**config.mk**
```make
export PLATFORM = sky130hd
export DESIGN_NAME = rle_run_scheduler_flat
export DESIGN_NICKNAME = d
export VERILOG_FILES = /design/src/rtl/rle_run_scheduler_if.sv /design/src/rtl/rle_run_scheduler.sv /design/src/flat_wrapper.sv
export SDC_FILE = /design/constraint.sdc
export NUM_CORES = 1
export LEC_CHECK = 0
export CAP_MARGIN = 5
export CORE_AREA = 2 2 66 68
export CTS_BUF_LIST = sky130_fd_sc_hd__clkbuf_8
export DETAILED_ROUTE_END_ITERATION = 8
export DIE_AREA = 0 0 68 70
export HOLD_SLACK_MARGIN = 0.12
export PLACE_DENSITY = 0.7
export SYNTH_ARGS = -nofsm -noshare
export SYNTH_HDL_FRONTEND = slang
export SYNTH_SLANG_ARGS = --single-unit
export TNS_END_PERCENT = 10
```
**constraint.sdc**
```tcl
create_clock -name clock -period 2.4 [get_ports clock]
set_input_delay 0.48 -clock clock [delete_from_list [all_inputs] [get_ports clock]]
set_output_delay 0.48 -clock clock [all_outputs]
set_load 0.05 [all_outputs]
```
**src/rtl/rle_run_scheduler_if.sv**
```systemverilog
// rle_run_scheduler_if: symbol input and token output handshakes of the run scheduler
interface rle_run_scheduler_if;
    logic [6:0] dataIn;
    logic       inValid;
    logic       inLast;
    logic       inReady;
    logic [7:0] outData;
    logic       outValid;
    logic       outTag;
    logic       outIsCount;
    logic       outLast;
    logic       outReady;
    logic       busy;
    modport master (
        output dataIn, inValid, inLast, outReady,
        input  inReady, outData, outValid, outTag, outIsCount, outLast, busy
    );
    modport slave (
        input  dataIn, inValid, inLast, outReady,
        output inReady, outData, outValid, outTag, outIsCount, outLast, busy
    );
endinterface

```
**src/rtl/rle_run_scheduler.sv**
```systemverilog
// rle_run_scheduler: run-length tokenizer; each run of printable symbols becomes
// a char token, followed by a count token when the run is longer than one.
module rle_run_scheduler #(
    parameter int MAX_RUN = 255
) (
    input logic clock,
    input logic reset,
    rle_run_scheduler_if.slave bus
);
    typedef enum logic [1:0] {IDLE, RUN, EMIT_CHAR, EMIT_COUNT} state_t;
    localparam logic [7:0] MAX_CNT = 8'(MAX_RUN);
    state_t     state_q, state_d;
    logic [6:0] cur_q, cur_d, pend_q, pend_d;
    logic [7:0] cnt_q, cnt_d;
    logic       pend_v_q, pend_v_d, pend_last_q, pend_last_d, run_last_q, run_last_d;
    logic       in_fire, out_fire, printable, multi, resolve;
    assign in_fire   = bus.inValid && bus.inReady;
    assign out_fire  = bus.outValid && bus.outReady;
    assign printable = bus.dataIn >= 7'd32;
    assign multi     = cnt_q >= 8'd2;
    always_comb begin
        state_d     = state_q;
        cur_d       = cur_q;
        cnt_d       = cnt_q;
        pend_d      = pend_q;
        pend_v_d    = pend_v_q;
        pend_last_d = pend_last_q;
        run_last_d  = run_last_q;
        resolve     = 1'b0;
        case (state_q)
            IDLE: if (in_fire && printable) begin
                cur_d      = bus.dataIn;
                cnt_d      = 8'd1;
                run_last_d = bus.inLast;
                state_d    = bus.inLast ? EMIT_CHAR : RUN;
            end
            RUN: if (in_fire) begin
                if (!printable) begin
                    if (bus.inLast) begin
                        run_last_d = 1'b1;
                        state_d    = EMIT_CHAR;
                    end
                end else if (bus.dataIn == cur_q) begin
                    cnt_d      = cnt_q + 8'd1;
                    run_last_d = bus.inLast;
                    state_d    = (cnt_d == MAX_CNT || bus.inLast) ? EMIT_CHAR : RUN;
                end else begin
                    pend_d      = bus.dataIn;
                    pend_v_d    = 1'b1;
                    pend_last_d = bus.inLast;
                    run_last_d  = 1'b0;
                    state_d     = EMIT_CHAR;
                end
            end
            EMIT_CHAR: if (out_fire) begin
                state_d = multi ? EMIT_COUNT : state_q;
                resolve = !multi;
            end
            EMIT_COUNT: resolve = out_fire;
            default: state_d = IDLE;
        endcase
        // the symbol that broke the previous run becomes the new open run
        if (resolve) begin
            if (pend_v_q) begin
                cur_d      = pend_q;
                cnt_d      = 8'd1;
                pend_v_d   = 1'b0;
                run_last_d = pend_last_q;
                state_d    = pend_last_q ? EMIT_CHAR : RUN;
            end else begin
                state_d = IDLE;
            end
        end
    end
    always_ff @(posedge clock or posedge reset) begin
        if (reset) begin
            state_q     <= IDLE;
            cur_q       <= '0;
            cnt_q       <= '0;
            pend_q      <= '0;
            pend_v_q    <= 1'b0;
            pend_last_q <= 1'b0;
            run_last_q  <= 1'b0;
        end else begin
            state_q     <= state_d;
            cur_q       <= cur_d;
            cnt_q       <= cnt_d;
            pend_q      <= pend_d;
            pend_v_q    <= pend_v_d;
            pend_last_q <= pend_last_d;
            run_last_q  <= run_last_d;
        end
    end
    assign bus.inReady    = state_q == IDLE || state_q == RUN;
    assign bus.outValid   = state_q == EMIT_CHAR || state_q == EMIT_COUNT;
    assign bus.outData    = state_q == EMIT_CHAR ? {1'b0, cur_q} : state_q == EMIT_COUNT ? cnt_q : 8'd0;
    assign bus.outTag     = state_q == EMIT_CHAR && multi;
    assign bus.outIsCount = state_q == EMIT_COUNT;
    assign bus.outLast    = run_last_q && !pend_v_q && (state_q == EMIT_COUNT || (state_q == EMIT_CHAR && !multi));
    assign bus.busy       = state_q != IDLE;
endmodule

```
**src/flat_wrapper.sv**
```systemverilog
// flat-port wrapper written by rule: the top's interface ports become plain ports
module rle_run_scheduler_flat 
#(
    parameter int MAX_RUN = 255
)
  (clock, reset, bus_dataIn, bus_inValid, bus_inLast, bus_outReady, bus_inReady, bus_outData, bus_outValid, bus_outTag, bus_outIsCount, bus_outLast, bus_busy);
  rle_run_scheduler_if bus_i ();
  input logic clock;
  input logic reset;
  input wire logic [$bits(bus_i.dataIn)-1:0] bus_dataIn;
  input wire logic [$bits(bus_i.inValid)-1:0] bus_inValid;
  input wire logic [$bits(bus_i.inLast)-1:0] bus_inLast;
  input wire logic [$bits(bus_i.outReady)-1:0] bus_outReady;
  output wire logic [$bits(bus_i.inReady)-1:0] bus_inReady;
  output wire logic [$bits(bus_i.outData)-1:0] bus_outData;
  output wire logic [$bits(bus_i.outValid)-1:0] bus_outValid;
  output wire logic [$bits(bus_i.outTag)-1:0] bus_outTag;
  output wire logic [$bits(bus_i.outIsCount)-1:0] bus_outIsCount;
  output wire logic [$bits(bus_i.outLast)-1:0] bus_outLast;
  output wire logic [$bits(bus_i.busy)-1:0] bus_busy;
  assign bus_i.dataIn = bus_dataIn;
  assign bus_i.inValid = bus_inValid;
  assign bus_i.inLast = bus_inLast;
  assign bus_i.outReady = bus_outReady;
  assign bus_inReady = bus_i.inReady;
  assign bus_outData = bus_i.outData;
  assign bus_outValid = bus_i.outValid;
  assign bus_outTag = bus_i.outTag;
  assign bus_outIsCount = bus_i.outIsCount;
  assign bus_outLast = bus_i.outLast;
  assign bus_busy = bus_i.busy;
  rle_run_scheduler #(.MAX_RUN(MAX_RUN)) u_core (.clock(clock), .reset(reset), .bus(bus_i));
endmodule
```
# --- Word-level counts from Yosys, hierarchy flattened ---
# Index checks and enable logic that the tools add are counted.
totals:
  out_inout_bits: 14
  in_bits: 12
  reg_bits: 27
  wordCells: 81
classes:
  n_bitwise: 1
  addsub: 1
  reduce_logical: 18
  n_mux: 42
  n_eq_ne: 10
  order_cmp: 2
ops:
  columns: ["cell", "count"]
  rows:
  - ["two-way mux 8 bit", 8]
  - ["two-way mux 7 bit", 4]
  - ["two-way mux 2 bit", 12]
  - ["case mux 8 bit (2 select lines)", 1]
  - ["two-way mux 1 bit", 14]
  - ["inequality test 3 x 1 -> 1 bit (second input constant)", 4]
  - ["adder 8 x 1 -> 8 bit (second input constant)", 1]
  - ["== test 8 bit (second input constant)", 1]
  - [">= comparator 8 x 2 -> 1 bit (second input constant)", 1]
  - ["== test 7 bit", 1]
  - [">= comparator 7 x 6 -> 1 bit (second input constant)", 1]
  - ["logical AND 1 bit", 7]
  - ["case mux 2 bit (3 select lines)", 1]
  - ["AND reduction 6 bit", 1]
  - ["== test 2 bit (second input constant)", 2]
  - ["logical OR 1 bit", 4]
  - ["inequality test 4 x 2 -> 1 bit (second input constant)", 1]
  - ["case mux 1 bit (2 select lines)", 2]
  - ["AND reduction 4 bit", 1]
  - ["nonzero test 4 bit", 1]
  - ["== test 2 x 1 -> 1 bit (second input constant)", 1]
  - ["logical NOT 1 bit", 2]
  - ["logical NOT 2 bit", 1]
  - ["nonzero test 2 bit", 1]
  - ["NOT 1 bit", 1]

# --- Logic depth before layout (Yosys ltp) ---
# Gate-level depths: netlist (run 1).
depth:
  depth_word: 9
  mapped_depth: 9
  depth_no_buf: 8

# --- Least setup slack after synthesis (run 1) ---
# No wires, ideal clock.
synth_timing:
  path_type: "reg-to-output"
  from: "register u_core.cnt_q[0]"
  to: "output port bus_outLast"
  t_arrival_ns: 2.601
  n_path_buf: 0
  slack_ns: -0.681
  path_stages_with_launch: 6
  required_ns: 1.920
  cell_sequence: "dfrtp_1 > inv_1 > ha_1 > or4_1 > o31a_1 > nor3b_1"
synth_between:
  elab_chain_len: 5
synth_rtl:
  columns: ["item", "line_no", "rtl"]
  rows:
  - ["from (decl)", "rle_run_scheduler.sv:14", "logic [7:0] cnt_q, cnt_d;"]
  - ["from (signal assigned)", "rle_run_scheduler.sv:87", "cnt_q <= cnt_d;"]
  - [">= comparator 8 x 2 -> 1 bit", "rle_run_scheduler.sv:20", "assign multi = cnt_q >= 8'd2;"]
  - ["logical NOT 1 bit", "rle_run_scheduler.sv:99", "assign bus.outLast = run_last_q && !pend_v_q && (state_q == EMIT_COUNT || (state_q == EMIT_CHAR && !multi));"]
  - ["logical AND 1 bit", "rle_run_scheduler.sv:99", null]
  - ["logical OR 1 bit", "rle_run_scheduler.sv:99", null]
  - ["logical AND 1 bit", "rle_run_scheduler.sv:99", null]
  - ["to (decl)", "flat_wrapper.sv:19", "output wire logic [$bits(bus_i.outLast)-1:0] bus_outLast;"]
# No other way between the ends.

# --- Worst setup path in the final report (run 1) ---
layout_timing:
  from: "register u_core.cnt_q[1]"
  to: "output port bus_outLast"
# Same word-level chain as after synthesis.

==> flow_summary.json, run 1 <==
{
  "setup_violations": 1,
  "synth.top_cell.area_share": 0.380,
  "synth.distinct_cells": 45,
  "syn2layout_area_growth_pct": 35.2,
  "finalCriticalPeriod_ns": 2.49,
  "ant_nets": 0,
  "cp_slowest_cell": "or4_4",
  "min_from": "u_core.pend_q[6]$_DFFE_PP0P_",
  "wl_per_cell_um": 15.4,
  "dp_slack_ns": -0.101,
  "place_area_sq_mm": 0.00232,
  "die_area_sq_mm": 0.00476,
  "seq_area_sq_um": 676,
  "fp.dieH_um": 70,
  "row_count": 24,
  "ys.flop_type": "dfrtp_1",
  "fillers": 361,
  "syn_nets": 214,
  "via_count": 1641,
  "fin_area_sq_mm": 0.00241,
  "drt-vias-per-instance": 5.60,
  "firstDrtPassIters": 4,
  "start_kind": "flop",
  "cts.path.max_buffers": 2,
  "overflow": 0,
  "r2r_slack_ns": 0.02,
  "root_buffer": "clkbuf_8",
  "finalPower_mw": 2.76,
  "status": "finished, violations left",
  "path_clk_slew_ns": 0.10,
  "ys_warn_count": 0,
  "numCtsBuffers": 3,
  "violations": "setup timing",
  "antenna_found_initial": 0,
  "fmax_ghz": 0.402,
  "hpwl_um": 3320,
  "nets": 261,
  "tightest_slew_ns": 0.775,
  "power.density_mw_per_mm2": 1150,
  "ys_ff_latch": 27,
  "drc": 0,
  "drv_slew": 0,
  "cts_max_level": 1,
  "p_leak_nw": 1.06,
  "start_util": 0.429,
  "wl_um": 4510,
  "drive_above_1_share": 0.245,
  "yosys.area.top_type": "dfrtp_1",
  "synth_edf_count": 0,
  "layout_common_cells": "dfrtp_1 (27), buf_4 (26), nand2_1 (18)",
  "hold_viol_final": 0,
  "rr_endpoint": "u_core.state_q[0]$_DFFE_PP0P_",
  "postSynthAreaPerCell_sq_um": 9.12,
  "ff2ff_path_depth": 8,
  "grt_max_degree": 28,
  "cpPeakStageDelay_ns": 0.42,
  "io-pin-count": 26,
  "end_kind": "output port",
  "clk_latency_ns": 0.28,
  "multi_input_area_sq_mm": 0.00103,
  "critPathKind": "reg2out",
  "gp_congestion": 0.929,
  "die_x_um": 68,
  "hold_class": "reg2reg",
  "async_reset_ff_frac": 1.00,
  "critPathRequiredTime_ns": 1.92,
  "io_buffers": 25,
  "grt_pass1_vias": 1601,
  "fin_ws_ns": -0.0888,
  "grt_usage": 0.205,
  "hold_end": "u_core.cur_q[6]$_DFF_PP0_",
  "synth_seq_area_share": 0.380,
  "finClkSkew_ns": 0.00772,
  "vdd_ir_drop_max_uv": 670,
  "synth_area_leaders": "dfrtp_1 (38%), mux2_2 (5.1%), ha_1 (4.9%)",
  "rsz0062_at_grt": "yes",
  "drt_iter0_drc": 67,
  "whs_path_depth": 2,
  "cp_cell_sequence": "ha_2 -> or4_4 -> o31a_1 -> nor3b_2 -> clkbuf_16",
  "coreArea_sq_mm": 0.00414,
  "cp.arrival_ns": 2.01,
  "finalCritPeriodShare": 1.04,
  "final_util": 0.581,
  "antenna_cells": 0,
  "synthCells": 195,
  "synth_area_sq_mm": 0.00178,
  "cts_tree": "yes",
  "cap_violations": 0,
  "worst_r2r_startpoint": "u_core.cnt_q[1]$_DFF_PP0_",
  "path_max_fanout": 2,
  "final_common_cell": "dfrtp_1",
  "grt_pass1_wl_um": 7480,
  "clock-sinks": 27,
  "timing.slew.headroom": 0.482
}
[how the worst max path moves through the flow]
stage	startpoint	endpoint
after floorplan	u_core.cnt_q[0]$_DFF_PP0_	bus_outLast
after global placement	bus_dataIn[6]	u_core.pend_q[5]$_DFFE_PP0P_
after detailed placement	bus_dataIn[6]	u_core.pend_q[5]$_DFFE_PP0P_
after CTS	u_core.cnt_q[0]$_DFF_PP0_	bus_outLast
after global routing	u_core.cnt_q[1]$_DFF_PP0_	bus_outLast
final	u_core.cnt_q[1]$_DFF_PP0_	bus_outLast
[registers in the layout, summed over array words and instances, names as in the netlist]
register and cells:
u_core.cnt_q 8, u_core.pend_v_q 1, u_core.pend_last_q 1, u_core.cur_q 7, u_core.state_q 2, u_core.run_last_q 1
u_core.pend_q 7
[metal layers]
metal,vias to the layer above,GRT usage,share of wire,wire length (um)
met4,0,0.0756,0.018,82
met2,44,0.327,0.48,2190
li1,798,-,-,-
met3,9,0.0209,0.038,172
met1,790,0.285,0.46,2070
met5,-,0,0,0
[per-stage QoR]
stage	TNS, ns	std cells	hold WS [ns]
floorplan	-0.193	195	0.446
global placement	-0.275	286	0.459
detailed placement	-0.781	286	0.468
CTS	-0.299	292	0.492
global route	-0.200	293	0.519
finish	-0.0888	293	0.491
[critical path, delay by kind of cell, from the launching register on]
family	cells	cell delay [ns]
AO/OA/AOI/OAI	1	0.30
adder cells (fa/ha/maj)	1	0.18
flip-flops	1	0.41
AND/OR/NAND/NOR	2	0.64
buffers and inverters	1	0.20
[final cells by class]
type / count / share of cell area
flip-flops and latches: 27 / 0.281
well taps: 52 / 0.0270
clock inverters: 1 / 0.00156
clock buffers: 3 / 0.0172
repair buffers: 50 / 0.229
multi-input cells: 151 / 0.430
inverters: 9 / 0.0140
[Yosys cell counts, types with 2 or more instances]
| cell type | count |
|---|---|
| xnor2_1 | 10 |
| a211oi_1 | 3 |
| clkbuf_1 | 5 |
| buf_6 | 2 |
| a22o_1 | 6 |
| mux2i_1 | 8 |
| nand4_1 | 7 |
| inv_1 | 9 |
| and2_1 | 2 |
| nor2_1 | 16 |
| nand2_1 | 18 |
| a31oi_1 | 3 |
| mux2_2 | 8 |
| a21oi_1 | 8 |
| or4_1 | 3 |
| or2_2 | 2 |
| nand3_1 | 8 |
| and3_1 | 3 |
| o21ai_0 | 16 |
| dfrtp_1 | 27 |
| ha_1 | 7 |
[kinds of logic (layout without fill, tap and decap cells)]
kind of cell,count (synthesis),count (layout),share of synthesized area
and+or+nand+nor,69,69,0.199
AOI/OAI and AO/OA,48,48,0.176
muxes,17,17,0.102
adders and majority gates,7,7,0.0492
xor gates and xnor gates,10,10,0.0492
DFF,27,27,0.380
buffers and inverters,17,63,0.0450
[power breakdown]
| group | internal, mW | switching, mW | total [mW] |
|---|---|---|---|
| clock network | 0.115 | 0.150 | 0.266 |
| registers | 0.617 | 0.136 | 0.753 |
| logic | 0.795 | 0.946 | 1.74 |
| total | 1.53 | 1.23 | 2.76 |
[what timing repair did]
item                       in CTS  in global routing
pin swaps                       3                  5
gates cloned                    0                  0
setup endpoints to repair       2                  4
hold buffers                    0                  0
gates resized for setup         3                  2
buffers inserted                2                  1
(Power assumes the default switching activity.)
==> run 2: changes to the inputs <==
--- a/config.mk
+++ b/config.mk
@@ -15,4 +15,3 @@
 export SYNTH_ARGS = -nofsm -noshare
 export SYNTH_HDL_FRONTEND = slang
 export SYNTH_SLANG_ARGS = --single-unit
-export TNS_END_PERCENT = 10
==> run 2 against run 1 <==
Effect of this change:
- the run still ends with setup timing left
- utilization increased by 0.12 points
- maximum frequency barely moved
- sequential power about the same
- hold slack better by 0.00051 ns
- register-to-register slack better by 0.03 ns
- clock-buffer cell count did not move
- total power is 0.37% higher
- sequential share of layout area fell by 0.058 points
- critical path depth unchanged
- largest power group unchanged
- worst setup slack improved by 0.0019 ns
- cell count did not move
- clock power hardly changed
==> flow_summary.json, run 2 (synthesis gave the netlist of run 1 again) <==
{
  "status": "finished, violations left",
  "violations": "setup timing",
  "start_kind": "flop",
  "gp_congestion": 0.929,
  "numCtsBuffers": 3,
  "die_x_um": 68,
  "finalCritPeriodShare": 1.04,
  "critPathRequiredTime_ns": 1.92,
  "tightest_slew_ns": 0.771,
  "fin_ws_ns": -0.0869,
  "regMostFlops": "u_core.cnt_q",
  "met3_usage": 0.0209,
  "grt_max_degree": 28,
  "dpl.cell_count": 286,
  "root_buffer": "clkbuf_8",
  "firstDrtPassIters": 5,
  "cp.arrival_ns": 2.01,
  "critPathKind": "reg2out",
  "final_util": 0.582,
  "drc": 0,
  "hold_class": "reg2reg",
  "cp_num_buf_inv": 1,
  "timing.slew.headroom": 0.484,
  "cts_max_level": 1,
  "via_count": 1644,
  "drt_iter0_drc": 80,
  "syn2layout_area_growth_pct": 35.5,
  "reg_top3": "u_core.cnt_q (8), u_core.cur_q (7), u_core.pend_q (7)",
  "finalNonFillerCells": 293,
  "vdd_ir_drop_max_uv": 682,
  "drt-vias-per-instance": 5.61,
  "grtUsageMet2": 0.327,
  "fmax_ghz": 0.402,
  "hpwl_um": 3320,
  "layout_common_cells": "dfrtp_1 (27), buf_4 (26), nand2_1 (18)",
  "cap_violations": 0,
  "finalCriticalPeriod_ns": 2.49,
  "path_clk_slew_ns": 0.10,
  "critPathTopFamily": "simple AND/OR/NAND/NOR gates",
  "tns_ns": -0.0869,
  "die_area_sq_mm": 0.00476,
  "antenna_cells": 0,
  "cpPeakStageDelay_ns": 0.42,
  "start_util": 0.429,
  "cts_tree": "yes",
  "p_leak_nw": 1.07,
  "grt_usage": 0.205,
  "ant_nets": 0,
  "clk_latency_ns": 0.28,
  "path_max_fanout": 2,
  "cp_slowest_cell": "or4_4",
  "final_common_cell": "dfrtp_1",
  "cp_cell_sequence": "ha_2 -> or4_4 -> o31a_1 -> nor3b_2 -> clkbuf_16",
  "antenna_found_initial": 0,
  "hold_viol_final": 0,
  "drv_slew": 0,
  "clock-sinks": 27,
  "groute.layer.met1.usage": 0.285,
  "io_buffers": 25,
  "cts.path.max_buffers": 2,
  "wl_per_cell_um": 15.3,
  "cts_hold_buf": 0,
  "row_count": 24,
  "wl_um": 4490,
  "grt_pass1_wl_um": 7480,
  "drive_above_1_share": 0.245,
  "rsz0062_at_grt": "yes",
  "end_kind": "output port",
  "fp.dieH_um": 70,
  "power.density_mw_per_mm2": 1150,
  "busiest_layer": "met2",
  "io-pin-count": 26,
  "finClkSkew_ns": 0.00774,
  "grt_pass1_vias": 1601,
  "overflow": 0,
  "setup_violations": 1,
  "nets": 261,
  "coreArea_sq_mm": 0.00414,
  "hold_ws_ns": 0.492,
  "finalPower_mw": 2.77,
  "largest_reg_flops": 8
}
[run 2: cell counts in the layout (fill, tap and decap cells not counted)]
No cell type changed its count.
[run 2: final timing paths]
| path | start | endpoint | slack [ns] | cells after the start |
|---|---|---|---|---|
| max | u_core.cnt_q[1]$_DFF_PP0_ | bus_outLast | -0.09 | 5 |
| min | u_core.pend_q[6]$_DFFE_PP0P_ | u_core.cur_q[6]$_DFF_PP0_ | 0.49 | 2 |
| max reg2reg | u_core.cnt_q[1]$_DFF_PP0_ | u_core.state_q[0]$_DFFE_PP0P_ | 0.05 | 8 |
| min reg2reg | u_core.pend_q[6]$_DFFE_PP0P_ | u_core.cur_q[6]$_DFF_PP0_ | 0.49 | 2 |
| max in group asynchronous | reset | u_core.cnt_q[4]$_DFF_PP0_ | 1.58 | 3 |
| min in group asynchronous | reset | u_core.pend_q[3]$_DFFE_PP0P_ | 0.55 | 3 |
[run 2: worst min-delay path, stage by stage, from the launching register on]
cell     delay [ns]
dfrtp_1        0.36
nand2_1        0.05
o21ai_0        0.06
[run 2: report_power, final]
part | internal, mW | switching, mW
sequential | 0.617 | 0.137
combinational | 0.798 | 0.952
clock | 0.115 | 0.150
[run 2: layout make-up]
class | instances | area, sq um
inverters | 9 | 33.8
clock buffers | 3 | 41.3
clock inverters | 1 | 3.75
multi-input cells | 151 | 1040
well taps | 52 | 65.1
repair buffers | 50 | 552
flip-flops and latches | 27 | 676
fillers | 361 | 1730
[run 2: timing repair]
| item | CTS | global route |
|---|---|---|
| resized for setup | 3 | 3 |
| setup endpoints to repair | 2 | 4 |
| buffers inserted | 2 | 1 |
| pin swaps | 3 | 5 |
[run 2: layer usage]
metal  part of all wire  vias to the layer above  routed length [um]
met5                  0                        -                   0
met1               0.44                      773                1970
met3              0.060                        7                 269
met4              0.015                        0                  66
li1                   -                      797                   -
met2               0.49                       67                2180
[run 2: stage by stage]
step	worst slack, ns	area [sq um]
after floorplan	-0.193	1780
after global routing	-0.148	2410
after detailed placement	-0.101	2320
final	-0.0869	2410
after global placement	-0.0355	2320
after CTS	-0.231	2390
==> run 3: changes to the inputs <==
--- a/config.mk
+++ b/config.mk
@@ -11,7 +11,7 @@
 export DETAILED_ROUTE_END_ITERATION = 8
 export DIE_AREA = 0 0 68 70
 export HOLD_SLACK_MARGIN = 0.12
-export PLACE_DENSITY = 0.7
+export PLACE_DENSITY_LB_ADDON = 0.08
 export SYNTH_ARGS = -nofsm -noshare
 export SYNTH_HDL_FRONTEND = slang
 export SYNTH_SLANG_ARGS = --single-unit
==> run 3 against run 2 <==
Effect of this change:
- the flow still finishes with violations (setup timing)
- via count increased by 0.24%
- worst setup slack got worse by 0.090 ns
- critical path depth unchanged
- utilization increased by 1.2 points
- maximum frequency decreased by 3.5%
- critical path type unchanged
- critical endpoint unchanged
==> flow_summary.json, run 3 (synthesis gave the netlist of run 1 again) <==
{
  "hold_ws_ns": 0.494,
  "cp_slowest_cell": "dfrtp_1",
  "dpl.cell_count": 287,
  "root_buffer": "clkbuf_8",
  "rsz0062_at_grt": "yes",
  "dp_slack_ns": -0.108,
  "cts_hold_buf": 0,
  "via_count": 1648,
  "status": "finished, violations left",
  "tns_ns": -0.177,
  "finalCritPeriodShare": 1.07,
  "start_util": 0.429,
  "finalCriticalPeriod_ns": 2.58,
  "start_kind": "flop",
  "fp.dieH_um": 70,
  "grt_max_degree": 28,
  "drv_slew": 0,
  "io_buffers": 25,
  "hpwl_um": 3570,
  "cts_tree": "yes",
  "seq_area_sq_um": 676,
  "worst_r2r_startpoint": "u_core.cnt_q[1]$_DFF_PP0_",
  "power.density_mw_per_mm2": 1150,
  "fmax_ghz": 0.388,
  "fin_ws_ns": -0.177,
  "cts_max_level": 1,
  "syn2layout_area_growth_pct": 38.4,
  "overflow": 0,
  "clock-sinks": 27,
  "grt_usage": 0.222,
  "violations": "setup timing",
  "finalNonFillerCells": 294,
  "multi_input_area_sq_mm": 0.00109,
  "antenna_cells": 0,
  "cp_num_buf_inv": 1,
  "r2r_slack_ns": 0.11,
  "layout_common_cells": "buf_4 (27), dfrtp_1 (27), nand2_1 (18)",
  "drt-vias-per-instance": 5.61,
  "cap_violations": 0,
  "wl_per_cell_um": 16.2,
  "grt_pass1_vias": 1632,
  "wl_um": 4750,
  "numCtsBuffers": 3,
  "critPathRequiredTime_ns": 1.92,
  "ant_nets": 0,
  "die_x_um": 68,
  "reg_top3": "u_core.cnt_q (8), u_core.cur_q (7), u_core.pend_q (7)",
  "ff2ff_path_depth": 9,
  "drive_above_1_share": 0.281,
  "largest_reg_flops": 8,
  "crit_end": "bus_outLast",
  "cp.arrival_ns": 2.10,
  "cp.depth": 5,
  "antenna_found_initial": 0,
  "io-pin-count": 26,
  "vdd_ir_drop_max_uv": 573,
  "pwr-share-clk": 0.095,
  "critPathKind": "reg2out",
  "whs_path_depth": 2,
  "pwr-share-seq": 0.270,
  "gp_congestion": 0.853,
  "die_area_sq_mm": 0.00476,
  "startpoint": "u_core.cnt_q[1]$_DFF_PP0_",
  "fillers": 376,
  "hold_viol_final": 0,
  "drt_iter0_drc": 120,
  "power.switching_mw": 1.28,
  "critPathTopFamily": "simple AND/OR/NAND/NOR gates",
  "firstDrtPassIters": 4,
  "drc": 0,
  "grt_pass1_wl_um": 8220,
  "coreArea_sq_mm": 0.00414,
  "regMostFlops": "u_core.cnt_q",
  "clk_latency_ns": 0.28,
  "p_leak_nw": 1.09,
  "row_count": 24,
  "power_frac_comb": 0.635,
  "rr_endpoint": "u_core.state_q[0]$_DFFE_PP0P_",
  "path_clk_slew_ns": 0.10,
  "sw_frac_of_total": 0.451,
  "nets": 262,
  "setup_violations": 1,
  "cpPeakStageDelay_ns": 0.43,
  "hold_class": "reg2reg",
  "tightest_slew_ns": 0.486,
  "finalPower_mw": 2.83,
  "timing.slew.headroom": 0.675,
  "p_int_mw": 1.56,
  "finClkSkew_ns": 0.00408,
  "cp_cell_sequence": "ha_4 -> or4_4 -> o31a_1 -> nor3b_2 -> buf_12",
  "cts.path.max_buffers": 2,
  "end_kind": "output port",
  "path_max_fanout": 4
}
## run 3: changes by cell type in the layout (fill, tap and decap cells not counted), moves of 2 or more
cell,delta
a22o_1,-3
a22o_4,+3
ha_1,-3
ha_2,+2
## run 3: worst min-delay path by stage
| stage | start | end | slack [ns] |
|---|---|---|---|
| 6_report | u_core.pend_q[1]$_DFFE_PP0P_ | u_core.cur_q[1]$_DFF_PP0_ | 0.49 |
| 5_1_grt | u_core.pend_q[1]$_DFFE_PP0P_ | u_core.cur_q[1]$_DFF_PP0_ | 0.54 |
| 4_1_cts | u_core.pend_q[1]$_DFFE_PP0P_ | u_core.cur_q[1]$_DFF_PP0_ | 0.49 |
| 3_5_place_dp | u_core.pend_q[1]$_DFFE_PP0P_ | u_core.cur_q[1]$_DFF_PP0_ | 0.47 |
| 3_3_place_gp | u_core.pend_q[4]$_DFFE_PP0P_ | u_core.cur_q[4]$_DFF_PP0_ | 0.46 |
| 2_1_floorplan | u_core.pend_q[0]$_DFFE_PP0P_ | u_core.cur_q[0]$_DFF_PP0_ | 0.45 |
## run 3: worst reg2reg max path, cell delays in order, from the launching register on
cell and delay (ns):
dfrtp_1 0.41, buf_6 0.12, buf_4 0.13, ha_2 0.21, nand3_1 0.11, or3_1 0.32, a2111o_1 0.40, nand4_1 0.12
o21ai_1 0.07, mux2_1 0.29
## run 3: layout make-up
class / instances / area share
clock buffers: 3 / 0.0168
multi-input cells: 151 / 0.442
inverters: 9 / 0.0137
flip-flops and latches: 27 / 0.274
clock inverters: 1 / 0.00203
well taps: 52 / 0.0264
repair buffers: 51 / 0.225
## run 3: through the flow
| step | utilization | cell area (sq um) |
|---|---|---|
| floorplan | - | 1780 |
| global placement | 0.563 | 2330 |
| detailed placement | 0.563 | 2330 |
| CTS | 0.582 | 2410 |
| global route | 0.594 | 2460 |
| finish | 0.594 | 2460 |
## run 3: what timing repair did
item                       CTS  global route
pin swaps                    3             3
setup buffers                2             1
setup endpoints to repair    2             8
resized for setup            5             8
## run 3: power groups by stage
stage	clock, mW	sequential (mW)	combinational, mW
floorplan	0	0.722	1.09
global placement	0	0.754	1.71
detailed placement	0	0.762	1.74
CTS	0.277	0.753	1.75
global route	0.306	0.783	1.94
finish	0.269	0.764	1.80
## run 3: metal layers
layer,share of wire,GRT usage,vias to the layer above
li1,-,-,801
met1,0.45,0.321,799
met2,0.51,0.357,44
met3,0.037,0.0274,4
met4,0.0059,0.0378,0
met5,0,0,-
